`config.mk`:
```
export PLATFORM = sky130hd
export DESIGN_NAME = mul_share_arbiter
export DESIGN_NICKNAME = d
export VERILOG_FILES = /design/src/rtl/mul_share_arbiter_pkg.sv /design/src/rtl/array_mul.sv /design/src/rtl/mul_rr_arbiter.sv /design/src/rtl/mul_share_arbiter.sv
export SDC_FILE = /design/constraint.sdc
export NUM_CORES = 1
export LEC_CHECK = 0
export BUFFER_PORTS_ARGS = -buffer_cell sky130_fd_sc_hd__buf_2
export CAP_MARGIN = 20
export CORE_ASPECT_RATIO = 0.75
export CORE_UTILIZATION = 51
export CTS_BUF_LIST = sky130_fd_sc_hd__clkbuf_8
export DETAILED_ROUTE_END_ITERATION = 10
export PLACE_DENSITY = 0.84
export SLEW_MARGIN = 0
export SYNTH_ARGS = -nofsm -noshare
export SYNTH_HDL_FRONTEND = slang
export SYNTH_HIERARCHICAL = 1
export SYNTH_SLANG_ARGS = --single-unit
export TNS_END_PERCENT = 20
```
`constraint.sdc`:
```
create_clock -name i_clk -period 8.5 [get_ports i_clk]
set_clock_uncertainty 0.2 [all_clocks]
set_input_delay 1.7 -clock i_clk [delete_from_list [all_inputs] [get_ports i_clk]]
set_output_delay 1.7 -clock i_clk [all_outputs]
set_load 0.005 [all_outputs]
```
`src/rtl/mul_share_arbiter_pkg.sv`:
```
// Shared definitions for the shared-multiplier arbiter: id width helper,
// default widths and the response record layout.
package mul_share_arbiter_pkg;

    localparam int DEF_N_REQ = 4;
    localparam int DEF_IA_W  = 16;
    localparam int DEF_IB_W  = 16;
    localparam int DEF_MUL_W = DEF_IA_W + DEF_IB_W;

    // Bits needed to encode a requester index; never less than one.
    function automatic int id_width(input int n);
        int w;
        w = 0;
        for (int i = 0; i < 31; i++) begin
            if ((1 << i) < n) w = i + 1;
        end
        return (w < 1) ? 1 : w;
    endfunction

    localparam int DEF_ID_W = id_width(DEF_N_REQ);

    typedef struct packed {
        logic [DEF_MUL_W-1:0] prod;
        logic [DEF_ID_W-1:0]  id;
        logic                 valid;
    } rsp_t;

endpackage

```
`src/rtl/array_mul.sv`:
```
// Combinational array multiplier core. Signed mode works on sign-magnitude
// internally, so the most-negative operand encodings are outside its range.
module array_mul #(
    parameter int IA_W        = 16,
    parameter int IB_W        = 16,
    parameter int SIGNED      = 0,
    parameter int APPROX_TYPE = 0,
    parameter int VBL         = 0,
    parameter int HBL         = 0,
    localparam int P_W        = IA_W + IB_W
) (
    input  logic [IA_W-1:0] i_a,
    input  logic [IB_W-1:0] i_b,
    input  logic            i_en_ff,
    output logic [P_W-1:0]  o_prod
);

    logic            sign_a;
    logic            sign_b;
    logic [IA_W-1:0] mag_a;
    logic [IB_W-1:0] mag_b;
    logic [P_W-1:0]  mag_p;
    logic [P_W-1:0]  col_mask;

    always_comb begin
        sign_a = (SIGNED != 0) && i_a[IA_W-1];
        sign_b = (SIGNED != 0) && i_b[IB_W-1];
        mag_a  = sign_a ? -i_a : i_a;
        mag_b  = sign_b ? -i_b : i_b;
        // Approximate modes drop the HBL low partial-product rows and VBL low columns.
        if (APPROX_TYPE != 0) mag_b = mag_b & ({IB_W{1'b1}} << HBL);
        col_mask = (APPROX_TYPE != 0) ? ({P_W{1'b1}} << VBL) : {P_W{1'b1}};
        mag_p    = (P_W'(mag_a) * P_W'(mag_b)) & col_mask;
        o_prod   = '0;
        if (i_en_ff) o_prod = (sign_a ^ sign_b) ? -mag_p : mag_p;
    end

endmodule

```
`src/rtl/mul_rr_arbiter.sv`:
```
// Round-robin arbiter: searches circularly from the last granted index + 1
// and advances its pointer only when it issues a grant.
module mul_rr_arbiter
    import mul_share_arbiter_pkg::*;
#(
    parameter int N_REQ = 4,
    localparam int ID_W = id_width(N_REQ)
) (
    input  logic             i_clk,
    input  logic             i_rst,
    input  logic [N_REQ-1:0] i_req,
    input  logic             i_en,
    output logic [N_REQ-1:0] o_grant,
    output logic [ID_W-1:0]  o_idx
);

    logic [ID_W-1:0] ptr;
    logic            found;
    int              cand;
    logic [ID_W-1:0] cidx;

    always_comb begin
        o_grant = '0;
        o_idx   = '0;
        found   = 1'b0;
        cand    = 0;
        cidx    = '0;
        for (int k = 1; k <= N_REQ; k++) begin
            cand = (int'(ptr) + k) % N_REQ;
            cidx = ID_W'(cand);
            if (i_en && !found && i_req[cidx]) begin
                found         = 1'b1;
                o_grant[cidx] = 1'b1;
                o_idx         = cidx;
            end
        end
    end

    // Every grant targets a valid requester, so a grant is always a transfer.
    always_ff @(posedge i_clk or posedge i_rst) begin
        if (i_rst) ptr <= ID_W'(N_REQ - 1);
        else if (found) ptr <= o_idx;
    end

endmodule

```
`src/rtl/mul_share_arbiter.sv`:
```
// Shares one array multiplier among N_REQ requesters: round-robin grant,
// MUL_LAT-deep product pipeline, single valid/ready response tagged by id.
module mul_share_arbiter
    import mul_share_arbiter_pkg::*;
#(
    parameter int N_REQ       = 4,
    parameter int IA_W        = 16,
    parameter int IB_W        = 16,
    parameter int MUL_W       = 32,
    parameter int SIGNED      = 0,
    parameter int APPROX_TYPE = 0,
    parameter int VBL         = 0,
    parameter int HBL         = 0,
    parameter int MUL_LAT     = 2,
    localparam int ID_W       = id_width(N_REQ)
) (
    input  logic                       i_clk,
    input  logic                       i_rst,
    input  logic                       i_flush,
    input  logic [N_REQ-1:0]           i_req_valid,
    input  logic [N_REQ-1:0][IA_W-1:0] i_req_a,
    input  logic [N_REQ-1:0][IB_W-1:0] i_req_b,
    output logic [N_REQ-1:0]           o_req_ready,
    output logic                       o_rsp_valid,
    input  logic                       i_rsp_ready,
    output logic [MUL_W-1:0]           o_rsp_prod,
    output logic [ID_W-1:0]            o_rsp_id,
    output logic                       o_busy
);

    logic                   stall;
    logic                   arb_en;
    logic                   xfer;
    logic [N_REQ-1:0]       grant;
    logic [ID_W-1:0]        gidx;
    logic [IA_W-1:0]        a_sel;
    logic [IB_W-1:0]        b_sel;
    logic [IA_W+IB_W-1:0]   mul_prod;

    logic [MUL_LAT:1]       vld_p;
    logic [MUL_W-1:0]       prod_p [1:MUL_LAT];
    logic [ID_W-1:0]        id_p   [1:MUL_LAT];

    // A stalled output freezes every stage, so nothing may be granted.
    assign stall  = vld_p[MUL_LAT] & ~i_rsp_ready;
    assign arb_en = ~stall & ~i_flush & ~i_rst;

    mul_rr_arbiter #(
        .N_REQ (N_REQ)
    ) u_arb (
        .i_clk   (i_clk),
        .i_rst   (i_rst),
        .i_req   (i_req_valid),
        .i_en    (arb_en),
        .o_grant (grant),
        .o_idx   (gidx)
    );

    assign o_req_ready = grant;
    assign xfer        = |(i_req_valid & grant);
    assign a_sel       = i_req_a[gidx];
    assign b_sel       = i_req_b[gidx];

    array_mul #(
        .IA_W        (IA_W),
        .IB_W        (IB_W),
        .SIGNED      (SIGNED),
        .APPROX_TYPE (APPROX_TYPE),
        .VBL         (VBL),
        .HBL         (HBL)
    ) u_mul (
        .i_a     (a_sel),
        .i_b     (b_sel),
        .i_en_ff (1'b1),
        .o_prod  (mul_prod)
    );

    // Stage 1 captures the product; stages 2..MUL_LAT shift it toward the output.
    always_ff @(posedge i_clk or posedge i_rst) begin
        if (i_rst) begin
            vld_p <= '0;
            for (int s = 1; s <= MUL_LAT; s++) begin
                prod_p[s] <= '0;
                id_p[s]   <= '0;
            end
        end else if (i_flush) begin
            vld_p <= '0;
        end else if (!stall) begin
            vld_p[1]  <= xfer;
            prod_p[1] <= MUL_W'(mul_prod);
            id_p[1]   <= gidx;
            for (int s = 2; s <= MUL_LAT; s++) begin
                vld_p[s]  <= vld_p[s-1];
                prod_p[s] <= prod_p[s-1];
                id_p[s]   <= id_p[s-1];
            end
        end
    end

    assign o_rsp_valid = vld_p[MUL_LAT];
    assign o_rsp_prod  = prod_p[MUL_LAT];
    assign o_rsp_id    = id_p[MUL_LAT];
    assign o_busy      = |vld_p;

endmodule

```
**Word level (Yosys, flattened, before mapping)**

Cells that the tools add are included.

- Bits in registers: 72
- Logic and storage cells: 83
- Output and inout bits: 40

- Eq/ne operators: 1
- Bitwise gates (word level): 11
- $mul: 1
- Reductions and logical operators: 17
- Mux-type cells: 34
- $add $sub $neg: 4
- Order comparisons: 9

Operators with widths:

| kind | number |
|---|---|
| $bmux 16 s2 | 2 |
| $mul 16x16->32 | 1 |
| $mux 16 | 2 |
| $mux 4 | 4 |
| $lt 2x3->1 const B | 5 |
| $mux 1 | 12 |
| $mux 2 | 6 |
| $or 4x4->4 | 3 |
| $logic_and 1x1->1 | 11 |
| $bmux 1 s2 | 4 |
| $demux 1 s2 | 4 |
| $ge 2x1->1 const B | 4 |
| $add 2x1->2 const B | 2 |
| $add 2x2->2 const B | 2 |
| $and 4x4->4 | 1 |
| $not 1->1 | 4 |
| $reduce_or 4->1 | 1 |
| $and 1x1->1 | 3 |
| $logic_not 1->1 | 3 |
| $ne 2x2->1 const B | 1 |
| $reduce_and 2->1 | 1 |
| $reduce_or 2->1 | 1 |

**Longest topological paths before layout**

Gate-level depths: netlist of run 1.

- Depth in word-level cells: 23
- Gate-level depth with buffers: 34
- Mapped depth without buffers: 29

**Hierarchy**

The synthesis of run 1 kept the hierarchy.

By module, submodules not included:

| module | instances | seq. area each (sq um) | cells each | area each (sq um) |
|---|---|---|---|---|
| array_mul | 1 | 0.0 | 1,064 | 8,892.3 |
| mul_share_arbiter | 1 | 1,751.7 | 232 | 3,746.1 |
| mul_rr_arbiter | 1 | 52.6 | 76 | 639.4 |

**Least setup slack after synthesis of run 1**

Ideal clock, no wire load.

- Path kind: input-to-reg
- Start point: input i_req_valid[3]
- End point: register prod_p[57] (netlist name)
- Cell stages on the path: 29
- Arrival: 8.949 ns
- Library setup time: 0.125 ns
- Setup slack: -0.774 ns
- Path buffers: 4
- Path through: buf_2 mux4_2 a21boi_0 o21ai_0 o31ai_1 buf_2 buf_4 mux4_2 clkbuf_1 and2_1 fa_1 inv_1 fa_1 inv_1 fa_1 fa_1 fa_1 inv_1 fa_1 inv_1 ha_1 a21o_1 o21bai_1 or4_1 o22ai_2 o21ai_1 xor2_1 and2_1 mux2_2

- Word-level cells in the longest chain between the ends: 19
- Elaborated cells on any way between the ends: 30
- Those cells by class: 1 x mul; 19 x mux; 10 x reduce/logical

RTL lines:

| item | RTL line | text |
|---|---|---|
| from (decl) | mul_share_arbiter.sv:20 | `input logic [N_REQ-1:0] i_req_valid,` |
| $bmux 1 s2 | mul_rr_arbiter.sv:31 | `if (i_en && !found && i_req[cidx]) begin` |
| $mux 1 (implied by the code) | mul_rr_arbiter.sv:31 |  |
| $logic_and 1x1->1 | mul_rr_arbiter.sv:31 |  |
| $mux 1 | mul_rr_arbiter.sv:31 |  |
| $logic_not 1->1 | mul_rr_arbiter.sv:31 |  |
| $logic_and 1x1->1 (2 in a row) | mul_rr_arbiter.sv:31 |  |
| $mux 1 | mul_rr_arbiter.sv:31 |  |
| $logic_not 1->1 | mul_rr_arbiter.sv:31 |  |
| [... 4 more ...] | n/a |  |
| $logic_and 1x1->1 (2 in a row) | mul_rr_arbiter.sv:31 |  |
| $mux 2 * | mul_rr_arbiter.sv:31 |  |
| via gidx[0] | mul_share_arbiter.sv:35 | `logic [ID_W-1:0] gidx;` |
| $bmux 16 s2 * | mul_share_arbiter.sv:61 | `assign a_sel = i_req_a[gidx];` |
| $mux 16 (implied by the code) * | mul_share_arbiter.sv:61 |  |
| via a_sel[5] | mul_share_arbiter.sv:36 | `logic [IA_W-1:0] a_sel;` |
| $mul 16x16->32 * | array_mul.sv:33 | `mag_p = (P_W'(mag_a) * P_W'(mag_b)) & col_mask;` |
| via mul_prod[25] | mul_share_arbiter.sv:38 | `logic [IA_W+IB_W-1:0] mul_prod;` |
| to (signal, indexed assignment) | mul_share_arbiter.sv:94 | `prod_p[s] <= prod_p[s-1];` |
| to (decl) | mul_share_arbiter.sv:41 | `logic [MUL_W-1:0] prod_p [1:MUL_LAT];` |

The timed path passes the listed nets; every way through them passes the cells marked *. The select of a mux whose other input is x is not followed.
A chain may end at the register's enable or synchronous reset.

**Worst setup path in the final report of run 1**

- Start point: input i_req_valid[1]
- End point: register prod_p[50] (netlist name)

- Word-level cells in the longest chain between the ends: 19
- Elaborated cells on any way between the ends: 30
- Those cells by class: 1 x mul; 19 x mux; 10 x reduce/logical

RTL lines:

| item | RTL line | text |
|---|---|---|
| $bmux 1 s2 | mul_rr_arbiter.sv:31 |  |
| $mux 1 (implied by the code) | mul_rr_arbiter.sv:31 |  |
| $logic_and 1x1->1 | mul_rr_arbiter.sv:31 |  |
| $mux 1 | mul_rr_arbiter.sv:31 |  |
| $logic_not 1->1 | mul_rr_arbiter.sv:31 |  |
| $logic_and 1x1->1 (2 in a row) | mul_rr_arbiter.sv:31 |  |
| $mux 1 | mul_rr_arbiter.sv:31 |  |
| $logic_not 1->1 | mul_rr_arbiter.sv:31 |  |
| [... 4 more ...] | n/a |  |
| $logic_and 1x1->1 (2 in a row) | mul_rr_arbiter.sv:31 |  |
| $mux 2 * | mul_rr_arbiter.sv:31 |  |
| via gidx[0] | mul_share_arbiter.sv:35 |  |
| $bmux 16 s2 * | mul_share_arbiter.sv:62 | `assign b_sel = i_req_b[gidx];` |
| $mux 16 (implied by the code) * | mul_share_arbiter.sv:62 |  |
| via b_sel[5] | mul_share_arbiter.sv:37 | `logic [IB_W-1:0] b_sel;` |
| $mul 16x16->32 * | array_mul.sv:33 |  |
| via mul_prod[18] | mul_share_arbiter.sv:38 |  |

Marks and branches as above.

==> results of run 1 <==
==> through the flow <==
step / setup TNS, ns / util [%] / std cells / cell area, µm² / setup slack (ns)
finish: -6.59 / 65.1 / 2001 / 16500 / -0.486
global placement: -12.72 / 60.4 / 1937 / 15300 / -0.727
floorplan: -5.58 / - / 1373 / 13400 / -0.568
global route: -11.46 / 65.1 / 1999 / 16500 / -0.658
CTS: -3.17 / 64.4 / 1992 / 16300 / -0.310
detailed placement: -16.10 / 60.4 / 1937 / 15300 / -0.883
==> repair_timing <==
action | in CTS | in global routing
buffers inserted | 33 | 6
gates resized for setup | 100 | 32
cloned | 6 | 0
endpoints found under the hold margin | 0 | 0
pin swaps | 44 | 24
endpoints found under the setup margin | 21 | 22
==> flip-flops by register name (all words and copies together), names as in the netlist <==
register	flops
u_arb/ptr	2
id_p	2
o_rsp_id	2
prod_p	32
vld_p	2
o_rsp_prod	32
==> worst min path at each step <==
| stage | startpoint | endpoint | slack (ns) | cells past startpoint |
|---|---|---|---|---|
| after global routing | o_rsp_prod[28] | o_rsp_prod[28] | 0.32 | 1 |
| after floorplan | id_p[2] | id_p[2] | 0.27 | 1 |
| after global placement | prod_p[63] | o_rsp_prod[31] | 0.28 | 1 |
| final | id_p[2] | id_p[2] | 0.31 | 1 |
| after CTS | prod_p[54] | o_rsp_prod[22] | 0.30 | 1 |
| after detailed placement | o_rsp_prod[28] | o_rsp_prod[28] | 0.29 | 1 |
==> layout by cell type (no fill, tap or decap), types with 4 or more instances in the layout <==
cell type,synthesis,layout
sky130_fd_sc_hd__nand4_1,6,6
sky130_fd_sc_hd__mux4_2,35,35
sky130_fd_sc_hd__ha_4,0,9
sky130_fd_sc_hd__nand2b_1,11,10
sky130_fd_sc_hd__mux2_2,50,46
sky130_fd_sc_hd__inv_1,242,236
sky130_fd_sc_hd__mux2i_1,8,8
sky130_fd_sc_hd__mux2_4,20,24
sky130_fd_sc_hd__nand2_2,0,4
sky130_fd_sc_hd__clkbuf_8,0,10
sky130_fd_sc_hd__o21ai_2,1,7
sky130_fd_sc_hd__and2_4,0,16
sky130_fd_sc_hd__a21o_1,15,15
sky130_fd_sc_hd__ha_1,112,100
sky130_fd_sc_hd__fa_1,194,185
sky130_fd_sc_hd__buf_8,0,4
sky130_fd_sc_hd__nand3_1,10,8
sky130_fd_sc_hd__buf_16,0,5
sky130_fd_sc_hd__nor2b_1,8,7
sky130_fd_sc_hd__buf_6,4,24
sky130_fd_sc_hd__xor2_1,9,9
sky130_fd_sc_hd__nor2_1,43,40
sky130_fd_sc_hd__xnor2_1,11,9
sky130_fd_sc_hd__dfrtp_1,70,70
sky130_fd_sc_hd__a22o_1,4,4
sky130_fd_sc_hd__o21ai_0,14,10
sky130_fd_sc_hd__buf_2,13,171
sky130_fd_sc_hd__a221o_1,4,4
sky130_fd_sc_hd__and2_1,126,110
sky130_fd_sc_hd__a21oi_1,32,22
sky130_fd_sc_hd__a21oi_2,2,9
sky130_fd_sc_hd__buf_4,37,163
sky130_fd_sc_hd__fa_2,0,9
sky130_fd_sc_hd__nor3_1,8,5
sky130_fd_sc_hd__inv_2,0,7
sky130_fd_sc_hd__o21bai_1,7,5
sky130_fd_sc_hd__nand2_1,171,167
==> final cells by class <==
class | instances | area (µm²) | area share [%]
repair buffers | 369 | 2590 | 15.7
clock buffers | 10 | 138 | 0.836
multi-input cells | 961 | 10500 | 64.0
flip-flops and latches | 72 | 1800 | 11.0
inverters | 242 | 908 | 5.52
well taps | 338 | 423 | 2.57
diodes | 3 | 7.51 | 0.0456
clock inverters | 6 | 60.1 | 0.365
==> cells by family (layout without fill, tap and decap cells) <==
kind of cell / Yosys count / count (layout) / synth area share, %
compound gates: 119 / 119 / 6.28
other cells: 1 / 5 / 0.0282
fa+ha+maj: 306 / 306 / 39.8
mux: 113 / 114 / 13.0
buf+inv: 341 / 627 / 11.0
simple gates: 400 / 400 / 14.9
flops: 72 / 72 / 13.6
xor+xnor: 20 / 20 / 1.32
==> worst max-delay path, stage by stage <==
cell and delay, ns:
sky130_fd_sc_hd__buf_6 0.10, sky130_fd_sc_hd__mux4_2 0.55, sky130_fd_sc_hd__a21boi_2 0.22, sky130_fd_sc_hd__o21ai_2 0.09, sky130_fd_sc_hd__o31ai_4 0.07, sky130_fd_sc_hd__buf_6 0.18
sky130_fd_sc_hd__buf_12 0.16, sky130_fd_sc_hd__mux4_2 0.67, sky130_fd_sc_hd__buf_6 0.19, sky130_fd_sc_hd__and2_4 0.13, sky130_fd_sc_hd__fa_1 0.51, sky130_fd_sc_hd__inv_2 0.04
sky130_fd_sc_hd__fa_2 0.54, sky130_fd_sc_hd__fa_1 0.45, sky130_fd_sc_hd__fa_1 0.49, sky130_fd_sc_hd__inv_1 0.05, sky130_fd_sc_hd__fa_1 0.49, sky130_fd_sc_hd__inv_2 0.04
sky130_fd_sc_hd__fa_1 0.52, sky130_fd_sc_hd__inv_2 0.05, sky130_fd_sc_hd__ha_4 0.21, sky130_fd_sc_hd__o21a_1 0.22, sky130_fd_sc_hd__o31a_1 0.16, sky130_fd_sc_hd__a311o_1 0.43
sky130_fd_sc_hd__a31oi_1 0.20, sky130_fd_sc_hd__xor2_1 0.21, sky130_fd_sc_hd__nor2_1 0.06, sky130_fd_sc_hd__mux2_2 0.26
==> routing by layer <==
metal / track usage, % / routed length (µm)
met3: 8.29 / 3600
met2: 49.8 / 18000
met4: 10.3 / 1360
met5: 0 / 11
met1: 36.3 / 14600
==> run summary, run 1 <==
The number of enable flip-flop cells after synthesis came out at 0. The share of Yosys cell area claimed by the top area cell type was 29.2%. In this run the critical register-to-register path is captured at prod_p[50]. The number of violations of the max-capacitance limit came out at 0.

The worst path in the final design needs a cycle of 8.99 ns, including I/O delays and setup. Routability-driven placement finished with a final weighted congestion of 0.981. The most instantiated library cell after synthesis was sky130_fd_sc_hd__inv_1.

The routed layout has 11.1k vias. Yosys printed 6 warnings. The unique cell type count in the Yosys netlist is 67, and the number of detailed-routing iterations run before antenna repair is 5. The die covers 26700 µm². The number of pins exceeding their max-slew limit in the final report is 0.

The tools report the startpoint of the most critical register-to-register path as u_arb/ptr[1]. The most critical setup path has its endpoint at prod_p[50]. The detail route stage leaves a number of antenna-violating nets equal to 0. Measured in cells, the most critical reg-to-reg path has a length of 29.

The cell at the root of the clock tree is sky130_fd_sc_hd__clkbuf_8. The worst setup path is launched from a primary input. In the synthesized netlist the async set-or-reset flop fraction comes to 100%. Buffers placed on the I/O ports in this run total 175.

In this run the worst path has a maximum fanout of 8. The initial antenna violation count is 3. The worst setup path is of the primary input to register kind. The count of final hold-check violations is 0, and the number of remaining DRC errors is 0.

The final worst setup slack is -0.486 ns, and the count of endpoints failing setup in the final report is 22. The slew at the pin with the worst max-slew slack was 0.976 ns; the final routed wirelength across all metal layers was 37600 µm. The worst setup path is captured at a register. The final worst-path cycle share was 106%; the starting utilization of the core area was 52.5%. The vertical die dimension is 142 µm.

TritonCTS built the clock tree. Across all hold checks on the routed design, the worst slack comes to 0.307 ns. Buffers inserted to repair hold after CTS numbered 0. Worst relative slew slack: 34.9%. After clock tree synthesis, the clock-pin slew on the worst setup and hold paths is 0.07 ns. The data arrival at the endpoint of the critical path is 9.02 ns. Synthesis produced a netlist whose cell count is 1372. For the via count of the first global-routing pass, the log shows 12.3k. Dividing the detail-routed wire length by the instance count gives 18.8 µm. In the final layout, the share of cells above drive strength 1 is 35.7%.

The logs give 29.5% for the global router's overall resource usage and 2097 for the net count reported at finish. In this run the worst setup path begins at i_req_valid[1]. In this run, the number of DRC markers left after iteration 0 of detailed routing was 916.

Total congestion overflow: 0. Sorting the synthesized cells by area gives the leading types as sky130_fd_sc_hd__fa_1 (29%), sky130_fd_sc_hd__dfrtp_1 (13%), sky130_fd_sc_hd__ha_1 (11%), sky130_fd_sc_hd__inv_1 (6.8%), sky130_fd_sc_hd__and2_1 (5.9%). The cell area that synthesis handed to floorplanning was 13300 µm². The routed via count divided by cell count came out at 5.57. The post-DP HPWL is 27900 µm, and the reg-to-reg setup timing slack is -0.04 ns. The data required time at the worst endpoint was 8.53 ns.

The path class of the tightest hold or removal check is register to register. Dividing the synthesized area by the synthesized cell count gives 9.68 µm². After floorplanning, the core was sized to cover 25300 µm². For this run, the leading register cell type out of synthesis is sky130_fd_sc_hd__dfrtp_1.

The floorplan die width is 188 µm. The filler cell count is 1912, and the number of clock buffers inserted by TritonCTS is 9. The first-pass GRT wire length came out at 61400 µm. Entering global routing, the biggest net connects 71 pins. In this run the count of I/O pins placed on the die edge is 176. Leading area contributor after synthesis: sky130_fd_sc_hd__fa_1.

Setup repair after global routing could not meet its margin everywhere. For the worst-skew pair, the clock arrives at the later sink with an insertion delay of 0.34 ns. For the maximum level of the CTS H-tree, the log shows 3. After synthesis, flip-flops and latches occupy 13.6% of the total area.

The register bit count reported by yosys was 72; the area added between synthesis and finish was 24.0%. In this run the core area contains 50 standard-cell rows. The worst-case clock buffer depth was 2.

For the achievable frequency, the log shows 111 MHz. Ranked by instance count, the synthesized netlist is headed by sky130_fd_sc_hd__inv_1 (242), sky130_fd_sc_hd__fa_1 (194), sky130_fd_sc_hd__nand2_1 (171), sky130_fd_sc_hd__and2_1 (126), sky130_fd_sc_hd__ha_1 (112). The final reports fail on setup timing. The run finished, with violations left.

The tree built by TritonCTS fans out to 72 sinks.
Power of run 1 is left out: the tool's default activity adds up to more than one toggle a clock period on the data nets, which glitch-free logic cannot reach.
==> inputs of run 2 (changes only) <==
--- a/config.mk
+++ b/config.mk
@@ -11,7 +11,9 @@
 export CORE_UTILIZATION = 51
 export CTS_BUF_LIST = sky130_fd_sc_hd__clkbuf_8
 export DETAILED_ROUTE_END_ITERATION = 10
-export PLACE_DENSITY = 0.84
+export GPL_TIMING_DRIVEN = 0
+export HOLD_SLACK_MARGIN = 0.05
+export PLACE_DENSITY = 0.86
 export SLEW_MARGIN = 0
 export SYNTH_ARGS = -nofsm -noshare
 export SYNTH_HDL_FRONTEND = slang
==> run summary, run 2 (same netlist as run 1, synthesis figures left out) <==
Sink count of the clock tree: 72 (unchanged). The tools report the post-DP HPWL as 30000 µm (was 27900 µm). The class of the tightest hold or removal check is register to register (unchanged). The number of clock buffers inserted by TritonCTS was 9 (unchanged); the via count of the first global-routing pass was 11.7k (was 12.3k). Cell with the biggest individual delay on the critical path: sky130_fd_sc_hd__fa_1 (was sky130_fd_sc_hd__mux4_2). For the number of detailed-routing iterations run before antenna repair, the log shows 5 (unchanged). The area of the core region was 25300 µm² (unchanged).

The tools report the number of placement rows as 50 (unchanged). The post-CTS clock slew at the launch and capture registers of the worst setup and hold paths was 0.08 ns (was 0.07 ns); the top-level I/O count was 176 (unchanged). The count of input and output buffers came out at 175 (unchanged). The die outline area is 26700 µm² (unchanged). The tools report the filler cell count as 2001 (was 1912).

Floorplan die width: 188 µm (unchanged). Commonest cells after routing, fill and taps aside: sky130_fd_sc_hd__inv_1 (233), sky130_fd_sc_hd__fa_1 (186), sky130_fd_sc_hd__buf_2 (183) (was sky130_fd_sc_hd__inv_1 (236), sky130_fd_sc_hd__fa_1 (185), sky130_fd_sc_hd__buf_2 (171)). The tools report the final routed wirelength across all metal layers as 39400 µm (was 37600 µm).

Nature of the critical path startpoint: a primary input (unchanged). The run gives 1062 (was 916) as the iteration-0 DRC count of the detailed router. The time the final worst path needs with I/O delays and setup works out to 9.30 ns (was 8.99 ns). The first-pass GRT wire length was 61300 µm (was 61400 µm); the data required time at the worst endpoint was 8.53 ns (about the same). The number of remaining DRC errors came out at 0 (unchanged). Worst relative slew slack: 50.2% (was 34.9%). Setup repair after global routing could not meet its margin everywhere. The worst setup path category was primary input to register (unchanged). The area of the multi-input gates came out at 10300 µm² (was 10500 µm²). The tools report the net count reported at finish as 2077 (was 2097). The nature of the critical path endpoint was a register (unchanged).

For the total congestion overflow, the log shows 0 (unchanged). The most numerous cell on the critical path is sky130_fd_sc_hd__fa_1 (unchanged). The worst-path maximum fanout is 10 (was 8). The run finished, with violations left. The number of pins exceeding their max-slew limit in the final report came out at 0 (unchanged). The count of final hold-check violations came out at 0 (unchanged). Violations in the final reports: setup timing (unchanged). The area added between synthesis and finish was 21.8% (was 24.0%); the count of endpoints failing setup in the final report was 21 (was 22). For the starting utilization of the core area, the log shows 52.5% (unchanged). The tools report the number of violations of the max-capacitance limit as 0 (unchanged). The maximum number of pins on one net before global-route repair was 37 (was 71). The ratio of cells with drive above 1 in the final layout works out to 33.1% (was 35.7%).

The tightest hold margin came out at 0.308 ns (was 0.307 ns). The vertical die dimension was 142 µm (unchanged). The slew at the pin with the worst max-slew slack came out at 0.745 ns (was 0.976 ns).

The final worst-path cycle share is 109% (was 106%). TritonCTS built the clock tree. The combined flip-flop and latch cell area was 1800 µm² (unchanged). The initial antenna violation count came out at 7 (was 3). The logs give -0.804 ns (was -0.486 ns) for the final worst setup slack and 0.35 ns (was 0.34 ns) for the clock latency of the later-clocked register in the worst-skew pair.

For the data arrival at the endpoint of the critical path, the log shows 9.33 ns (was 9.02 ns). The longest individual stage delay on the worst path came out at 0.58 ns (was 0.67 ns). The achievable frequency came out at 107 MHz (was 111 MHz). The run gives 11.2k (was 11.1k) as the routed via count.

The run gives 2 (unchanged) as the worst-case clock buffer depth. Routed via count divided by cell count: 5.63 (was 5.57). The run gives 0 (unchanged) as the number of nets with antenna violations after detailed routing. The maximum level of the CTS H-tree was 3 (unchanged); the average routed wire per standard cell was 19.9 µm (was 18.8 µm). The tools report the cell at the root of the clock tree as sky130_fd_sc_hd__clkbuf_8 (unchanged). The run gives 30.3% (was 29.5%) as the global router's overall resource usage. Commonest non-fill, non-tap cell in the layout: sky130_fd_sc_hd__inv_1 (unchanged). For the placer congestion estimate, the log shows 0.966 (was 0.981).
==> run 2: cell type report <==
class	instances	area share, %
flip-flops and latches	72	11.2
well taps	338	2.61
repair buffers	253	10.1
clock buffers	10	0.851
plain buffers	97	4.99
inverters	242	5.62
diodes	5	0.0774
multi-input cells	960	64.0
clock inverters	6	0.665
==> run 2: path summary, 6_finish.rpt <==
path / from / endpoint / slack, ns / depth (start not counted)
min in group asynchronous: i_rst / u_arb/ptr[0] / 1.22 / 2
hold reg to reg: prod_p[45] / o_rsp_prod[13] / 0.31 / 1
hold / removal: prod_p[45] / o_rsp_prod[13] / 0.31 / 1
setup / recovery: i_req_valid[2] / prod_p[58] / -0.80 / 31
max in group asynchronous: i_rst / o_rsp_prod[12] / 6.13 / 3
setup reg to reg: u_arb/ptr[0] / prod_p[58] / -0.61 / 34
==> run 2: routing by layer <==
metal | GRT usage (%) | up-vias | routed length [µm]
met5 | 0 | - | 26
li1 | - | 4850 | -
met4 | 10.7 | 4 | 1670
met1 | 39.2 | 5552 | 15500
met2 | 47.4 | 641 | 17600
met3 | 10.4 | 121 | 4610
==> run 2: metrics by stage <==
| step | util (%) | instance area, µm² | instances | worst slack (ns) | TNS, ns |
|---|---|---|---|---|---|
| floorplan | - | 13400 | 1373 | -0.568 | -5.58 |
| global placement | 58.2 | 14700 | 1886 | -1.96 | -36.08 |
| detailed placement | 58.3 | 14700 | 1887 | -2.00 | -37.40 |
| CTS | 62.4 | 15800 | 1956 | -0.626 | -9.40 |
| global route | 64.0 | 16200 | 1979 | -0.993 | -17.33 |
| finish | 64.0 | 16200 | 1983 | -0.804 | -12.75 |
==> run 2: timing repair <==
item	CTS	global route
setup buffers	53	22
cloned	2	1
endpoints found under the setup margin	24	23
gates resized for setup	106	78
pin swaps	41	28
hold buffers	0	0
==> run 2: worst max-delay path, delay by kind of cell <==
family / cells / cell delay [ns]
multiplexers: 3 / 1.34
AO/OA/AOI/OAI: 7 / 1.39
AND/OR/NAND/NOR: 2 / 0.20
adder cells (fa/ha/maj): 7 / 3.25
XOR/XNOR: 1 / 0.16
buffers and inverters: 11 / 1.29
Power of run 2 is left out for the same reason.
==> inputs of run 3 (changes only) <==
--- a/config.mk
+++ b/config.mk
@@ -8,12 +8,14 @@
 export BUFFER_PORTS_ARGS = -buffer_cell sky130_fd_sc_hd__buf_2
 export CAP_MARGIN = 20
 export CORE_ASPECT_RATIO = 0.75
+export CORE_MARGIN = 4
 export CORE_UTILIZATION = 51
 export CTS_BUF_LIST = sky130_fd_sc_hd__clkbuf_8
 export DETAILED_ROUTE_END_ITERATION = 10
 export GPL_TIMING_DRIVEN = 0
 export HOLD_SLACK_MARGIN = 0.05
 export PLACE_DENSITY = 0.86
+export SKIP_LAST_GASP = 1
 export SLEW_MARGIN = 0
 export SYNTH_ARGS = -nofsm -noshare
 export SYNTH_HDL_FRONTEND = slang
==> run summary, run 3 (same netlist as run 1, synthesis figures left out) <==
For the number of placement rows, the log shows 50 (unchanged). The most numerous cell on the critical path was sky130_fd_sc_hd__fa_1 (unchanged). The number of buffers inserted for hold repair after clock tree synthesis was 0 (unchanged). The final routed wirelength across all metal layers was 40300 µm (was 39400 µm). The run gives 109 MHz (was 107 MHz) as the achievable frequency.

The pre-CTS setup slack came out at -2.01 ns (was -2.00 ns). Post-CTS clock slew at the launch and capture registers of the worst setup and hold paths: 0.08 ns (about the same). Commonest non-fill, non-tap cell in the layout: sky130_fd_sc_hd__inv_1 (unchanged). The number of pins exceeding their max-slew limit in the final report is 0 (unchanged). The cell with the biggest individual delay on the critical path is sky130_fd_sc_hd__mux4_2 (was sky130_fd_sc_hd__fa_1).

Post-DP HPWL: 30200 µm (was 30000 µm). The ratio of cells with drive above 1 in the final layout was 33.7% (was 33.1%). The maximum number of pins on one net before global-route repair was 71 (was 37). The startpoint of the most critical register-to-register path is u_arb/ptr[0] (unchanged).

The run gives 14700 µm² (about the same) as the cell area after placement. The vertical die dimension was 148 µm (was 142 µm); the fraction of the core area covered by cells at the end of the flow was 64.1% (was 64.0%). The tools report the number of nets with antenna violations after detailed routing as 0 (unchanged).

The startpoint of the most critical hold path is prod_p[51] (was prod_p[45]). The slew at the pin with the worst max-slew slack works out to 0.871 ns (was 0.745 ns). The net count reported at finish came out at 2078 (was 2077). The number of detailed-routing iterations run before antenna repair is 6 (was 5), and the die outline area is 28700 µm² (was 26700 µm²).

The longest individual stage delay on the worst path was 0.57 ns (was 0.58 ns). The worst setup path category was primary input to register (unchanged). The tools report the area of the core region as 25300 µm² (unchanged). The flow ran to the end, but the final reports show violations. Violations in the final reports: setup timing (unchanged). Launch point of the critical path: i_req_valid[2] (unchanged).

The average routed wire per standard cell is 20.4 µm (was 19.9 µm), and the area of the multi-input gates is 10400 µm² (was 10300 µm²). The tools report the starting utilization of the core area as 52.5% (unchanged). The area added between synthesis and finish came out at 21.9% (was 21.8%). The clock latency of the later-clocked register in the worst-skew pair is 0.36 ns (was 0.35 ns), and the maximum level of the CTS H-tree is 3 (unchanged).

The run gives 41.9% (was 50.2%) as the worst relative slew slack. Commonest cells after routing, fill and taps aside: sky130_fd_sc_hd__inv_1 (235), sky130_fd_sc_hd__fa_1 (190), sky130_fd_sc_hd__buf_2 (186) (was sky130_fd_sc_hd__inv_1 (233), sky130_fd_sc_hd__fa_1 (186), sky130_fd_sc_hd__buf_2 (183)). For the filler cell count, the log shows 1972 (was 2001).

The routed via count divided by cell count is 5.68 (was 5.63), and the tightest hold margin is 0.307 ns (was 0.308 ns). The worst-case clock buffer depth is 2 (unchanged), and the number of violations of the max-capacitance limit is 0 (unchanged). The logs give 9 (unchanged) for the number of clock buffers inserted by TritonCTS and 1062 (unchanged) for the iteration-0 DRC count of the detailed router.

The logs give 16200 µm² (about the same) for the post-route cell area and 0 (unchanged) for the total congestion overflow. The run gives 2 (was 7) as the initial antenna violation count. The worst-path maximum fanout was 10 (unchanged); the data arrival at the endpoint of the critical path was 9.22 ns (was 9.33 ns).

Setup repair after global routing could not meet its margin everywhere. The global router's overall resource usage was 27.1% (was 30.3%); the count of input and output buffers was 175 (unchanged). The tools report the cell at the root of the clock tree as sky130_fd_sc_hd__clkbuf_8 (unchanged). The floorplan die width was 194 µm (was 188 µm); the via count of the first global-routing pass was 11.8k (was 11.7k). TritonCTS built the clock tree. The run gives 22 (was 21) as the count of endpoints failing setup in the final report.

The class of the tightest hold or removal check is register to register (unchanged). The first-pass GRT wire length was 61800 µm (was 61300 µm). The time the final worst path needs with I/O delays and setup is 9.18 ns (was 9.30 ns). The data required time at the worst endpoint came out at 8.54 ns (was 8.53 ns). The final worst-path cycle share came out at 108% (was 109%).

For the placer congestion estimate, the log shows 0.964 (was 0.966). For the routed via count, the log shows 11.2k (about the same). The nature of the critical path startpoint is a primary input (unchanged). The top-level I/O count was 176 (unchanged); the combined flip-flop and latch cell area was 1800 µm² (unchanged). The nature of the critical path endpoint was a register (unchanged). The sink count of the clock tree is 72 (unchanged), and the number of remaining DRC errors is 0 (unchanged). The run gives 0 (unchanged) as the count of final hold-check violations. The final worst setup slack was -0.676 ns (was -0.804 ns).
run 3: cell count changes in the layout (fill, tap and decap cells not counted), moves of 4 or more:
cell and delta:
sky130_fd_sc_hd__buf_12 -4, sky130_fd_sc_hd__buf_6 +7, sky130_fd_sc_hd__clkbuf_8 -5, sky130_fd_sc_hd__clkinvlp_4 +4, sky130_fd_sc_hd__fa_1 +4, sky130_fd_sc_hd__fa_2 -4
sky130_fd_sc_hd__ha_1 -4, sky130_fd_sc_hd__nand2_2 +4
run 3: layer usage:
metal,global-route usage (%),vias to the layer above,routed length (µm)
met5,0,-,0
met4,7.13,0,1300
met3,7.47,129,4540
met2,43.6,690,18500
met1,36.8,5586,16000
li1,-,4840,-
run 3: path summary, 6_finish.rpt:
kind / to / slack [ns] / cells past startpoint
max in group asynchronous: o_rsp_prod[2] / 6.15 / 2
setup / recovery: prod_p[57] / -0.68 / 29
hold reg to reg: o_rsp_prod[19] / 0.31 / 1
setup reg to reg: prod_p[57] / -0.46 / 32
hold / removal: o_rsp_prod[19] / 0.31 / 1
min in group asynchronous: u_arb/ptr[0] / 1.23 / 2
run 3: repair_timing:
action	CTS	global route
setup buffers	58	23
gates resized for setup	91	112
setup endpoints to repair	24	24
gates cloned	2	2
pin swaps	35	46
run 3: layout make-up:
class	instances	area share, %
multi-input cells	960	64.2
flip-flops and latches	72	11.1
repair buffers	259	10.4
inverters	242	5.63
plain buffers	92	4.80
well taps	338	2.61
clock buffers	9	0.765
clock inverters	7	0.448
diodes	2	0.0309
run 3: critical path, delay by kind of cell:
family	cells	cell delay, ns
AOI/OAI and AO/OA	7	1.01
xor gates and xnor gates	1	0.16
adders and majority gates	7	3.28
buffers and inverters	8	0.92
muxes	3	1.39
and+or+nand+nor	3	0.75
run 3: through the flow:
stage / cells / TNS (ns)
floorplan: 1373 / -5.58
global placement: 1886 / -36.27
detailed placement: 1886 / -38.41
CTS: 1956 / -11.06
global route: 1981 / -13.64
finish: 1981 / -9.32
Power of run 3 is left out for the same reason.
